### src/rtl/qrouting_pkg.sv
// Shared Q-routing definitions: fp16 constants, default widths and the
// scanner state encoding. Also used by the epsilon-greedy policy block.
package qrouting_pkg;

   localparam int unsigned DEF_ADDR_W = 10;
   localparam int unsigned DEF_IDX_W  = 3;
   localparam int unsigned DEF_WORD_W = 16;

   localparam logic [15:0] FP16_POS_INF = 16'h7C00;
   localparam logic [15:0] FP16_ZERO    = 16'h0000;
   localparam logic [15:0] NO_HOP       = 16'hFFFF;

   typedef enum logic [1:0] {
      StIdle,
      StRead,
      StDrain,
      StDone
   } scan_state_e;

   // Exponent all ones with a nonzero mantissa.
   function automatic logic fp16_is_nan(input logic [15:0] v);
      return (v[14:10] == 5'h1F) && (v[9:0] != 10'd0);
   endfunction

endpackage

### src/rtl/fp16_less.sv
// Combinational strict less-than on fp16 bit patterns. +0 and -0 compare
// equal; NaNs are ordered purely by their bit pattern.
module fp16_less
   import qrouting_pkg::*;
(
   input  logic [15:0] a,
   input  logic [15:0] b,
   output logic        lt
);

   // Sign-magnitude ordering with the signed-zero special case.
   always_comb begin
      lt = 1'b0;
      if ((a[14:0] == 15'd0) && (b[14:0] == 15'd0)) begin
         lt = 1'b0;
      end else if (a[15] != b[15]) begin
         lt = a[15];
      end else if (!a[15]) begin
         lt = (a[14:0] < b[14:0]);
      end else begin
         lt = (a[14:0] > b[14:0]);
      end
   end

endmodule

### src/rtl/best_hop_scanner.sv
// Q-routing best-hop scanner: reads one Q-table row, finds the minimum fp16
// Q-value and its neighbor, and latches the packet's advertised best.
// Optional feature macro: QSCAN_SKIP_NAN_EN (NaN entries are never selected).
module best_hop_scanner
   import qrouting_pkg::*;
#(
   parameter int unsigned ADDR_W = DEF_ADDR_W,
   parameter int unsigned IDX_W  = DEF_IDX_W,
   parameter int unsigned WORD_W = DEF_WORD_W
) (
   input  logic                                clock,
   input  logic                                nreset,
   input  logic                                start,
   input  logic [WORD_W-1:0]                   dest_id,
   input  logic [IDX_W:0]                      neighbor_count,
   input  logic [(2**IDX_W)*WORD_W-1:0]        nbr_ids,
   input  logic [WORD_W-1:0]                   adv_value,
   input  logic [WORD_W-1:0]                   adv_id,
   output logic                                mem_rd,
   output logic [ADDR_W-1:0]                   mem_addr,
   input  logic [WORD_W-1:0]                   mem_rdata,
   output logic [WORD_W-1:0]                   mybest,
   output logic [WORD_W-1:0]                   besthop,
   output logic [WORD_W-1:0]                   bestvalue,
   output logic [WORD_W-1:0]                   bestneighborID,
   output logic                                busy,
   output logic                                done
);

   localparam int unsigned NEIGHBOR_MAX = 2 ** IDX_W;
   localparam int unsigned ROW_W        = ADDR_W - IDX_W;
   localparam logic [IDX_W:0]   CountMax = (IDX_W+1)'(NEIGHBOR_MAX);
   localparam logic [IDX_W-1:0] IdxOne   = IDX_W'(1);

   scan_state_e        r_state;
   logic [ROW_W-1:0]   r_row;
   logic [IDX_W-1:0]   r_idx;
   logic [IDX_W-1:0]   r_idx_d;
   logic [IDX_W-1:0]   r_last;
   logic               r_cmp_valid;
   logic [WORD_W-1:0]  r_min;
   logic [WORD_W-1:0]  r_hop;
   logic [WORD_W-1:0]  r_adv_value;
   logic [WORD_W-1:0]  r_adv_id;

   logic               r_mem_rd;
   logic [ADDR_W-1:0]  r_mem_addr;
   logic [WORD_W-1:0]  r_mybest;
   logic [WORD_W-1:0]  r_besthop;
   logic [WORD_W-1:0]  r_bestvalue;
   logic [WORD_W-1:0]  r_bestnbr;
   logic               r_busy;
   logic               r_done;

   logic [IDX_W:0]     w_count;
   logic               w_lt;
   logic               w_skip;
   logic               w_take;
   logic [WORD_W-1:0]  w_min_next;
   logic [WORD_W-1:0]  w_hop_next;
   logic [WORD_W-1:0]  w_ids [NEIGHBOR_MAX];
   logic               w_unused_dest;

   assign w_unused_dest = ^dest_id[WORD_W-1:ROW_W];

   for (genvar gi = 0; gi < NEIGHBOR_MAX; gi++) begin : g_ids
      assign w_ids[gi] = nbr_ids[gi*WORD_W +: WORD_W];
   end

   fp16_less u_less (
      .a  (mem_rdata),
      .b  (r_min),
      .lt (w_lt)
   );

   // Clamp the requested neighbor count to the table width.
   always_comb begin
      w_count = neighbor_count;
      if (neighbor_count > CountMax) begin
         w_count = CountMax;
      end
   end

   // Compare stage: the word read last cycle replaces the running minimum
   // only when strictly smaller, so ties keep the lower index.
   always_comb begin
`ifdef QSCAN_SKIP_NAN_EN
      w_skip = fp16_is_nan(mem_rdata);
`else
      w_skip = 1'b0;
`endif
      w_take     = r_cmp_valid && w_lt && !w_skip;
      w_min_next = w_take ? mem_rdata : r_min;
      w_hop_next = w_take ? w_ids[r_idx_d] : r_hop;
   end

   // Scan FSM with registered RAM strobes and result outputs.
   always_ff @(posedge clock) begin
      if (!nreset) begin
         r_state     <= StIdle;
         r_row       <= '0;
         r_idx       <= '0;
         r_idx_d     <= '0;
         r_last      <= '0;
         r_cmp_valid <= 1'b0;
         r_min       <= FP16_POS_INF;
         r_hop       <= NO_HOP;
         r_adv_value <= '0;
         r_adv_id    <= '0;
         r_mem_rd    <= 1'b0;
         r_mem_addr  <= '0;
         r_mybest    <= FP16_POS_INF;
         r_besthop   <= NO_HOP;
         r_bestvalue <= '0;
         r_bestnbr   <= '0;
         r_busy      <= 1'b0;
         r_done      <= 1'b0;
      end else begin
         r_min       <= w_min_next;
         r_hop       <= w_hop_next;
         r_cmp_valid <= r_mem_rd;
         r_idx_d     <= r_idx;
         r_done      <= 1'b0;
         unique case (r_state)
            StIdle: begin
               if (start) begin
                  r_row       <= dest_id[ROW_W-1:0];
                  r_last      <= w_count[IDX_W-1:0] - IdxOne;
                  r_adv_value <= adv_value;
                  r_adv_id    <= adv_id;
                  r_min       <= FP16_POS_INF;
                  r_hop       <= NO_HOP;
                  r_busy      <= 1'b1;
                  if (w_count == '0) begin
                     // Empty row: publish the neutral result straight away.
                     r_mybest    <= FP16_POS_INF;
                     r_besthop   <= NO_HOP;
                     r_bestvalue <= adv_value;
                     r_bestnbr   <= adv_id;
                     r_done      <= 1'b1;
                     r_state     <= StDone;
                  end else begin
                     r_idx      <= '0;
                     r_mem_rd   <= 1'b1;
                     r_mem_addr <= {dest_id[ROW_W-1:0], {IDX_W{1'b0}}};
                     r_state    <= StRead;
                  end
               end
            end
            StRead: begin
               if (r_idx == r_last) begin
                  r_mem_rd <= 1'b0;
                  r_state  <= StDrain;
               end else begin
                  r_idx      <= r_idx + IdxOne;
                  r_mem_addr <= {r_row, r_idx + IdxOne};
               end
            end
            StDrain: begin
               // Last read's compare result goes straight to the outputs.
               r_mybest    <= w_min_next;
               r_besthop   <= w_hop_next;
               r_bestvalue <= r_adv_value;
               r_bestnbr   <= r_adv_id;
               r_done      <= 1'b1;
               r_state     <= StDone;
            end
            StDone: begin
               r_busy  <= 1'b0;
               r_state <= StIdle;
            end
            default: r_state <= StIdle;
         endcase
      end
   end

   assign mem_rd         = r_mem_rd;
   assign mem_addr       = r_mem_addr;
   assign mybest         = r_mybest;
   assign besthop        = r_besthop;
   assign bestvalue      = r_bestvalue;
   assign bestneighborID = r_bestnbr;
   assign busy           = r_busy;
   assign done           = r_done;

endmodule
### config.mk
export PLATFORM = sky130hd
export DESIGN_NAME = best_hop_scanner
export DESIGN_NICKNAME = d
export VERILOG_FILES = /design/src/rtl/qrouting_pkg.sv /design/src/rtl/fp16_less.sv /design/src/rtl/best_hop_scanner.sv
export SDC_FILE = /design/constraint.sdc
export NUM_CORES = 1
export LEC_CHECK = 0
export CORE_UTILIZATION = 46
export CTS_CLUSTER_SIZE = 25
export DETAILED_ROUTE_END_ITERATION = 10
export GPL_ROUTABILITY_DRIVEN = 0
export PLACE_DENSITY_LB_ADDON = 0.08
export SLEW_MARGIN = 10
export SYNTH_ARGS = -nofsm -noshare
export SYNTH_HDL_FRONTEND = slang
export SYNTH_SLANG_ARGS = --single-unit
### constraint.sdc
create_clock -name clock -period 3.4 [get_ports clock]
set_clock_uncertainty 0.15 [all_clocks]
set_input_delay 0.34 -clock clock [delete_from_list [all_inputs] [get_ports clock]]
set_output_delay 0.34 -clock clock [all_outputs]
set_load 0.01 [all_outputs]
* Word level (Yosys, flattened, before mapping)
Index checks and enable logic that the tools add are counted.
** Storage, ports and cells
- Memory bits (writable) :: 0
- Memories kept :: 0
- Input bits :: 199
- Bits in latches :: 0
- Flip-flop bits (word level) :: 160
- Bits in read-only memories :: 0
- Word-level logic and storage cells :: 96
** Operators by class
- Muxes and demuxes :: 46
- $mul :: 0
- Div/mod/pow operators :: 0
- Bitwise operators :: 1
- Magnitude comparators :: 4
- $add $sub $neg :: 2
- Shift-type cells :: 0
- Reductions and logical operators :: 15
- Eq/ne operators :: 10
** Operators by type and width (count)
- 2-to-1 mux 16 bit :: 16
- case mux 16 bit (2 select lines) :: 4
- binary-select mux 16 bit (select 3 bit) :: 1
- logical NOT 15 bit :: 2
- 2-to-1 mux 10 bit :: 3
- case mux 10 bit (2 select lines) :: 1
- > comparator 15 bit :: 1
- < comparator 15 bit :: 1
- inequality test 2 bit (second input constant) :: 5
- 2-to-1 mux 1 bit :: 9
- 2-to-1 mux 3 bit :: 3
- case mux 2 bit (4 select lines) :: 1
- AND reduction 4 bit :: 2
- 2-to-1 mux 2 bit :: 3
- case mux 1 bit (2 select lines) :: 3
- case mux 3 bit (2 select lines) :: 1
- AND reduction 2 bit :: 3
- nonzero test 2 bit :: 3
- == test 2 bit (second input constant) :: 2
- greater-or-equal comparator 4 bit (second input constant) :: 1
- > comparator 4 bit (second input constant) :: 1
- logical NOT 4 bit :: 1
- 2-to-1 mux 4 bit :: 1
- inverter 3 -> 4 bit :: 1
- 8 further kinds :: 9

* Logic depth before layout (Yosys ltp)
Gate-level depths: netlist of run 1.
- Depth after elaboration :: 8
- Depth in mapped cells :: 10

* By module
A second synthesis of run 1 with hierarchy kept.
** Second synthesis, totals
- Cell total of the unflattened synthesis :: 738
- Area, all modules :: 7373.3 sq um
** Modules (own cells, without submodules)
- best_hop_scanner :: area each 6885.4 sq um, cells each 672, times used 1
- fp16_less :: area each 488.0 sq um, cells each 66, times used 1

* Worst setup path before layout of run 1
No wires, ideal clock.
- Kind :: register to register
- Start point :: reg r_min[14]
- End point :: reg r_besthop[2] (netlist: besthop[2])
- Library setup time :: 127 ps
- Path slack :: 1048 ps
- Stages on the path, launching flop included :: 11
- Path buffers :: 2
- Arrival :: 2075 ps
- Path through :: dfxtp_1 inv_1 ha_1 nand4_1 o41ai_2 a211oi_2 a21boi_1 buf_6 buf_6 nor4_2 a211oi_2
** On the way
- Longest elaborated chain between the ends :: 7
** Ends and longest elaborated chain
- start: declaration :: line best_hop_scanner.sv:41 : logic [WORD_W-1:0] r_min;
- start signal: assignment :: line best_hop_scanner.sv:119 : r_min <= w_min_next;
- < comparator 15 bit / > comparator 15 bit (equally long branches) :: line fp16_less.sv:19, fp16_less.sv:21
- 2-to-1 mux 1 bit :: line fp16_less.sv:18 : end else if (!a[15]) begin
- 2-to-1 mux 1 bit :: line fp16_less.sv:16 : end else if (a[15] != b[15]) begin
- 2-to-1 mux 1 bit (*) :: line fp16_less.sv:14 : if ((a[14:0] == 15'd0) && (b[14:0] == 15'd0)) begin
- logical AND 1 bit (*) :: line best_hop_scanner.sv:92 : w_take = r_cmp_valid && w_lt && !w_skip;
- 2-to-1 mux 16 bit (*) :: line best_hop_scanner.sv:94 : w_hop_next = w_take ? w_ids[r_idx_d] : r_hop;
- case mux 16 bit (2 select lines) (*) :: line best_hop_scanner.sv:124 : unique case (r_state)
- end signal: assignment :: line best_hop_scanner.sv:162 : r_besthop <= w_hop_next;
- end: declaration :: line best_hop_scanner.sv:49 : logic [WORD_W-1:0] r_besthop;
Every way passes the cells marked *; elsewhere a longest branch is shown, timed or not.
A chain may end at the register's enable or synchronous reset.

* Worst setup path in the final report of run 1
- Start point :: reg r_min[4]
- End point :: reg r_min[0]
** On the way
- Longest elaborated chain between the ends :: 8
** Ends and longest elaborated chain
- < comparator 15 bit / > comparator 15 bit (equally long branches) :: line fp16_less.sv:19, fp16_less.sv:21
- 2-to-1 mux 1 bit :: line fp16_less.sv:18
- 2-to-1 mux 1 bit :: line fp16_less.sv:16
- 2-to-1 mux 1 bit (*) :: line fp16_less.sv:14
- logical AND 1 bit (*) :: line best_hop_scanner.sv:92
- 2-to-1 mux 16 bit (*) :: line best_hop_scanner.sv:93 : w_min_next = w_take ? mem_rdata : r_min;
- 2-to-1 mux 16 bit :: line best_hop_scanner.sv:126 : if (start) begin
- 2-to-1 mux 16 bit (*) :: line best_hop_scanner.sv:124
Marked as above.

==> impl_metrics.json, run 1 <==
{
  "clock-sinks": 157,
  "grt_util_met1_pct": 38.4,
  "grtUsageMet3_pct": 8.77,
  "cts_tree": "done",
  "dieHeight_um": 132,
  "dr.pass1.iters": 4,
  "critPathMaxFanout": 39,
  "power_density_nw_per_um2": 600,
  "setup_tns_ns": 0,
  "layout_min_cycle_time_ns": 2.94,
  "cts_setup_buffers": 0,
  "holdPathEnd": "r_adv_value[0]$_SDFFE_PN0P_",
  "final_nets": 1310,
  "cts_resized": 0,
  "path_buf_inv": 2,
  "grt_max_degree": 66,
  "drv_slew": 0,
  "setup_viol": 0,
  "synth_async_sr_flop_share_pct": 0,
  "rows": 47,
  "insertedDiodeCount": 0,
  "crit_path_end_kind": "flip-flop",
  "syn_area_per_cell_sq_um": 9.28,
  "min_path_cells": 2,
  "critPathLaunchType": "flip-flop",
  "relSlewSlack_pct": 27.3,
  "layout_common_cells": "clkdlybuf4s50_1 (266), dfxtp_1 (156), nand2_1 (98)",
  "maxCapViolCount": 0,
  "comb_power_share_pct": 34.0,
  "final_common_cell": "clkdlybuf4s50_1",
  "drt.antenna.violating_nets": 0,
  "gr-total-overflow": 0,
  "port_buffers": 266,
  "clkTransAtPathRegs_ns": 0.06,
  "die-area_sq_um": 17500,
  "regToRegSetupSlack_ns": 0.46,
  "drtIter0Drc": 702,
  "r2r_cells": 9,
  "swShare_pct": 32.3,
  "antenna_found_initial": 3,
  "drt_wl_total_mm": 24.4,
  "leakagePower_uw": 0.00401,
  "fmax_ghz": 0.340,
  "synthFlopType": "dfxtp_1",
  "dp_hpwl_mm": 17.1,
  "power_frac_seq_pct": 35.0,
  "use_met2_pct": 43.1,
  "p_int_uw": 4620,
  "cpMaxStageDelayCell": "a21boi_4",
  "synthCells": 841,
  "viasPerCell": 5.54,
  "syn_nets": 1061,
  "fin_crit_sh_pct": 86.6,
  "r2r-start": "r_min[4]$_SDFF_PN0_",
  "clkPwrFrac_pct": 31.1,
  "synth_edf_count": 0,
  "top_usage_layer": "met2",
  "cts_buffer_depth": 2,
  "netSwitchingPower_uw": 2210,
  "ys_seq_area_share_pct": 40.3,
  "grt_usage_pct": 28.2,
  "cp_top_family": "compound AO/OA/AOI/OAI gates",
  "start_util_pct": 47.1,
  "hold_buffers": 0,
  "insertion_delay_ns": 0.42,
  "synth_cell_type_count": 48,
  "cts_root_buf": "clkbuf_16",
  "yosys_warnings": 0,
  "rsz0062_at_grt": "no",
  "outcome": "finished, final reports clean",
  "path_cells": "inv_1 -> ha_1 -> nand4_1 -> o41ai_2 -> a211oi_2 -> a21boi_4 -> buf_4 -> o21ai_0 -> a21oi_1",
  "min_from": "r_adv_value[0]$_SDFFE_PN0P_",
  "grt_pass1_vias": 7053,
  "netlist_area_sq_um": 7810,
  "fill_cells": 1335,
  "holdCritPathClass": "reg -> reg",
  "ios": 276,
  "drcViolationCount": 0,
  "numCtsBuffers": 17,
  "path_class": "reg -> reg",
  "routed-via-count": 7330,
  "die_w_um": 132,
  "worst_slew_pin_slew_ns": 1.09,
  "cp.required_ns": 3.59,
  "routedWlPerCell_um": 18.4,
  "core_area_sq_um": 16600,
  "syn2layout_area_growth_pct": 45.9,
  "grt_pass1_wl_mm": 38.6,
  "max_stage_delay_ns": 0.89,
  "htreeDepth": 4,
  "layout-drive-gt1-share_pct": 11.2,
  "final-hold-violation-count": 0,
  "ir_drop_uv": 436,
  "cp_data_arrival_time_ns": 3.13,
  "reg2reg_to": "r_min[0]$_SDFF_PN0_",
  "ys_seq_elements": 157,
  "whs_ns": 0.303
}
==> kinds of logic (layout without fill, tap and decap cells) <==
group                    count (synthesis)  in the layout  share of synthesized area, %
buffers and inverters                   96            358                          5.90
adder cells (fa/ha/maj)                 21             21                          3.37
AND/OR/NAND/NOR                        268            268                          15.6
multiplexers                            89             89                          16.6
flip-flops                             157            157                          40.3
XOR/XNOR                                 4              4                         0.449
AO/OA/AOI/OAI                          206            206                          17.9
==> power groups by stage <==
stage	registers (uW)	clock network (uW)	logic (uW)
2_1_floorplan	2450	0	1310
3_3_place_gp	2410	0	2280
3_5_place_dp	2420	0	2300
4_1_cts	2390	2150	2320
5_1_grt	2430	2250	2540
6_report	2390	2120	2320
==> area by class of cell <==
cell class / instances / area [sq um] / share of cell area [%]
Clock buffer: 20 / 457 / 4.01
Clock inverter: 12 / 208 / 1.82
Sequential cell: 157 / 3140 / 27.6
Timing Repair Buffer: 303 / 2980 / 26.1
Inverter: 23 / 86.3 / 0.758
Tap cell: 220 / 275 / 2.42
Multi-Input combinational cell: 588 / 4240 / 37.2
==> metal layers <==
layer  up-vias  part of all wire, %
met5         -                 0.16
met4         6                  1.4
met3        29                  7.0
met2       211                   47
met1      3486                   45
li1       3598                    -
==> Yosys cell counts, drive strengths merged (2+ instances only) <==
master | count | area share [%]
dfxtp | 157 | 40
nand2 | 100 | 5.0
nor2 | 90 | 4.4
a21oi | 62 | 4.0
mux2i | 55 | 7.1
a211oi | 51 | 5.0
clkbuf | 41 | 2.0
buf | 32 | 2.8
mux4 | 32 | 9.2
nand3 | 31 | 2.1
o211ai | 31 | 3.0
nor4 | 28 | 2.3
o21ai | 27 | 1.7
inv | 23 | 1.1
ha | 21 | 3.4
a311oi | 16 | 1.8
o311ai | 9 | 1.1
a22oi | 4 | 0.38
nand4 | 4 | 0.32
xnor2 | 4 | 0.45
and2 | 3 | 0.24
and3 | 3 | 0.30
and4 | 2 | 0.22
mux2 | 2 | 0.29
nand2b | 2 | 0.16
==> registers in the layout, indices dropped and copies added (netlist names), 2 cells and up, named ones only <==
name            flops
besthop            16
bestneighborID     16
bestvalue          16
mem_addr            8
mybest             16
r_adv_id           16
r_adv_value        16
r_hop              16
r_idx               2
r_idx_d             3
r_last              3
r_min              15
r_row               7
r_state             2
==> stage by stage <==
| stage | cells | setup WS [ns] | total power [uW] | area (sq um) | utilization [%] |
|---|---|---|---|---|---|
| 2_1_floorplan | 841 | 1.05 | 3760 | 7810 | - |
| 3_3_place_gp | 1291 | 0.0988 | 4690 | 10700 | 64.7 |
| 3_5_place_dp | 1291 | 0.0805 | 4720 | 10700 | 64.7 |
| 4_1_cts | 1323 | 0.464 | 6860 | 11400 | 68.7 |
| 5_1_grt | 1323 | 0.226 | 7210 | 11400 | 68.7 |
| 6_report | 1323 | 0.456 | 6830 | 11400 | 68.7 |
==> how the worst max path moves through the flow <==
stage                              start                       to  slack, ns  depth (start not counted)
floorplan           r_min[14]$_SDFF_PN1_  besthop[2]$_SDFFE_PN1P_       1.05                         10
global placement           mem_rdata[14]      r_min[9]$_SDFF_PN0_        0.1                          9
detailed placement         mem_rdata[14]      r_min[0]$_SDFF_PN0_       0.08                          9
CTS                  r_min[4]$_SDFF_PN0_      r_min[0]$_SDFF_PN0_       0.46                          9
global route         r_min[4]$_SDFF_PN0_      r_min[0]$_SDFF_PN0_       0.23                          9
finish               r_min[4]$_SDFF_PN0_      r_min[0]$_SDFF_PN0_       0.46                          9
==> worst register-to-register path, delay by kind of cell (launching register included) <==
kind	cells	cell delay, ns
buf+inv	2	0.41
compound gates	5	1.48
fa+ha+maj	1	0.30
flops	1	0.38
simple gates	1	0.15
Power figures use the tool's default switching activity.
==> run 2: changes to the inputs <==
Settings changed: ABC_AREA set to 1, CAP_MARGIN set to 20.
==> impl_metrics.json, run 2 <==
{
  "synth_async_sr_flop_share_pct": 0,
  "cts_resized": 0,
  "power_density_nw_per_um2": 609,
  "core_area_sq_um": 16600,
  "numCtsBuffers": 17,
  "netlist_area_sq_um": 7840,
  "dr.pass1.iters": 5,
  "drt.antenna.violating_nets": 0,
  "insertion_delay_ns": 0.42,
  "setup_viol": 0,
  "crit_path_end_kind": "flip-flop",
  "critPathLaunch": "mem_rdata[14]",
  "fin_crit_sh_pct": 77.1,
  "antenna_found_initial": 0,
  "worst_slew_pin_slew_ns": 0.951,
  "synth_edf_count": 0,
  "syn_area_per_cell_sq_um": 6.85,
  "rsz0062_at_grt": "no",
  "cp.required_ns": 3.54,
  "utilization_pct": 67.4,
  "drcViolationCount": 0,
  "synth_compound_area_share_pct": 18.5,
  "die_w_um": 133,
  "syn_nets": 1364,
  "fill_cells": 1501,
  "final-seq-area_sq_um": 3140,
  "fmax_ghz": 0.381,
  "yosys_warnings": 0,
  "wl_met3_mm": 1.64,
  "met1_length_mm": 10.2,
  "grt_pass1_wl_mm": 38.8,
  "critPathMaxFanout": 32,
  "setup_tns_ns": 0,
  "outcome": "finished, final reports clean",
  "cts_root_buf": "clkbuf_16",
  "yosys-top-cells-area": "dfxtp_1 (40%), nand2_1 (14%), nor2_1 (6.7%)",
  "layout_min_cycle_time_ns": 2.62,
  "htreeDepth": 4,
  "grt_usage_pct": 27.4,
  "drt_wl_total_mm": 24.0,
  "max_stage_delay_ns": 0.49,
  "yosys.area.top_type": "dfxtp_1",
  "layout_common_cells": "nand2_1 (287), clkdlybuf4s50_1 (265), dfxtp_1 (156)",
  "grt_max_degree": 66,
  "synth_xor_area_share_pct": 0.559,
  "r2r-start": "r_min[12]$_SDFF_PN1_",
  "port_buffers": 266,
  "cts_tree": "done",
  "dp_hpwl_mm": 16.4,
  "ios": 276,
  "final_common_cell": "nand2_1",
  "synth_common_cells": "nand2_1 (288), dfxtp_1 (157), nor2_1 (139)",
  "synthFlopType": "dfxtp_1",
  "leakagePower_uw": 0.00474,
  "routedWlPerCell_um": 15.0,
  "ys_seq_elements": 157,
  "cp_top_family": "simple AND/OR/NAND/NOR gates",
  "viasPerCell": 5.21,
  "final-hold-violation-count": 0,
  "design_area_sq_um": 11200,
  "synth_top_family_by_area": "simple AND/OR/NAND/NOR gates",
  "cts_buffer_depth": 2,
  "relSlewSlack_pct": 36.5,
  "synthMuxAreaShare_pct": 0,
  "die-area_sq_um": 17600,
  "cpMaxStageDelayCell": "clkdlybuf4s50_1",
  "maxCapViolCount": 0,
  "path_buf_inv": 2,
  "cpMostUsedCell": "nand2_1",
  "synth_cell_type_count": 35,
  "critPathLaunchType": "primary input",
  "drv_slew": 0,
  "syn2layout_area_growth_pct": 42.6,
  "synthCells": 1144,
  "clock-sinks": 157,
  "synthAdderAreaFrac_pct": 3.35,
  "wl_met2_mm": 11.5,
  "dpl_cell_area_sq_um": 10600,
  "routed-via-count": 8348,
  "ir_drop_uv": 528,
  "synthMostInstantiatedCell": "nand2_1",
  "synthSimpleGateAreaFrac_pct": 29.6,
  "hold_buffers": 0,
  "gr-total-overflow": 0,
  "top_layer": "met4",
  "start_util_pct": 47.2,
  "rows": 47,
  "final_nets": 1588,
  "ys_seq_area_share_pct": 40.1,
  "path_class": "in -> reg",
  "yosysTopAreaCellShare_pct": 40.1,
  "cts_setup_buffers": 0,
  "clkTransAtPathRegs_ns": 0.07,
  "path_cells": "clkdlybuf4s50_1 -> ha_1 -> nand2_1 -> nor2_1 -> inv_1 -> nor2_2 -> nand2_1 -> nand2_2 -> nand2_2 -> nand2_4 -> nand2_4 -> nand2_1 -> nand3_1 -> nand2_1 -> nand2_1",
  "insertedDiodeCount": 0,
  "grt_pass1_vias": 7768,
  "min_from": "nreset",
  "cp_data_arrival_time_ns": 2.76,
  "drtIter0Drc": 492,
  "holdCritPathClass": "in -> reg",
  "dieHeight_um": 133,
  "multiInputGateArea_sq_um": 4080,
  "layout-drive-gt1-share_pct": 6.44
}
## run 2: cell count changes after synthesis, sizes merged, moves of 42 or more
cell    change
a211oi     -50
inv        +42
mux2i      -55
nand2     +192
nor2       +51
o21ai      +89
## run 2: power breakdown
part	switching, uW	internal [uW]	total (uW)	leakage (uW)
Combinational	1470	1020	2490	0.00316
Sequential	195	2230	2430	0.00128
Clock	891	992	1880	0.000293
## run 2: worst reg2reg max path: cells and delay by family (launching register included)
kind	cells	cell delay (ns)
buf+inv	2	0.13
fa+ha+maj	1	0.30
flops	1	0.36
simple gates	12	1.49
## run 2: final cells by class
class                      count  share of cell area [%]
clock buffer                  17                    3.81
clock inverter                15                    1.52
inverter                      67                    2.25
multi-input combinational    840                    36.5
sequential                   157                    28.1
tap                          220                    2.46
timing repair buffer         285                    25.3
## run 2: through the flow
step,worst slack (ns),instances,hold WS [ns],power (uW)
after detailed placement,0.402,1569,0.292,4930
after CTS,0.802,1601,0.157,6840
after global routing,0.576,1601,0.208,7260
after floorplan,1.39,1144,0.277,3980
final,0.778,1601,0.182,6800
after global placement,0.445,1569,0.285,4890
## run 2: path summary, 6_finish.rpt
| path | to | slack (ns) | cells past startpoint |
|---|---|---|---|
| max reg2reg | besthop[14]$_SDFFE_PN1P_ | 0.83 | 15 |
| max | besthop[14]$_SDFFE_PN1P_ | 0.78 | 15 |
| min reg2reg | r_hop[6]$_SDFF_PN1_ | 0.30 | 2 |
| min | besthop[8]$_SDFFE_PN1P_ | 0.18 | 2 |
## run 2: routing by layer
metal,global-route usage (%),vias to the layer above
li1,-,4269
met3,6.09,43
met5,0,-
met4,11.2,0
met2,46.1,275
met1,33.8,3761
## run 2: logic make-up (layout without fill, tap and decap cells)
logic type               Yosys count  after routing
AO/OA/AOI/OAI                    262            262
adder cells (fa/ha/maj)           21             21
XOR/XNOR                           5              5
flip-flops                       157            157
AND/OR/NAND/NOR                  552            552
buffers and inverters            147            384
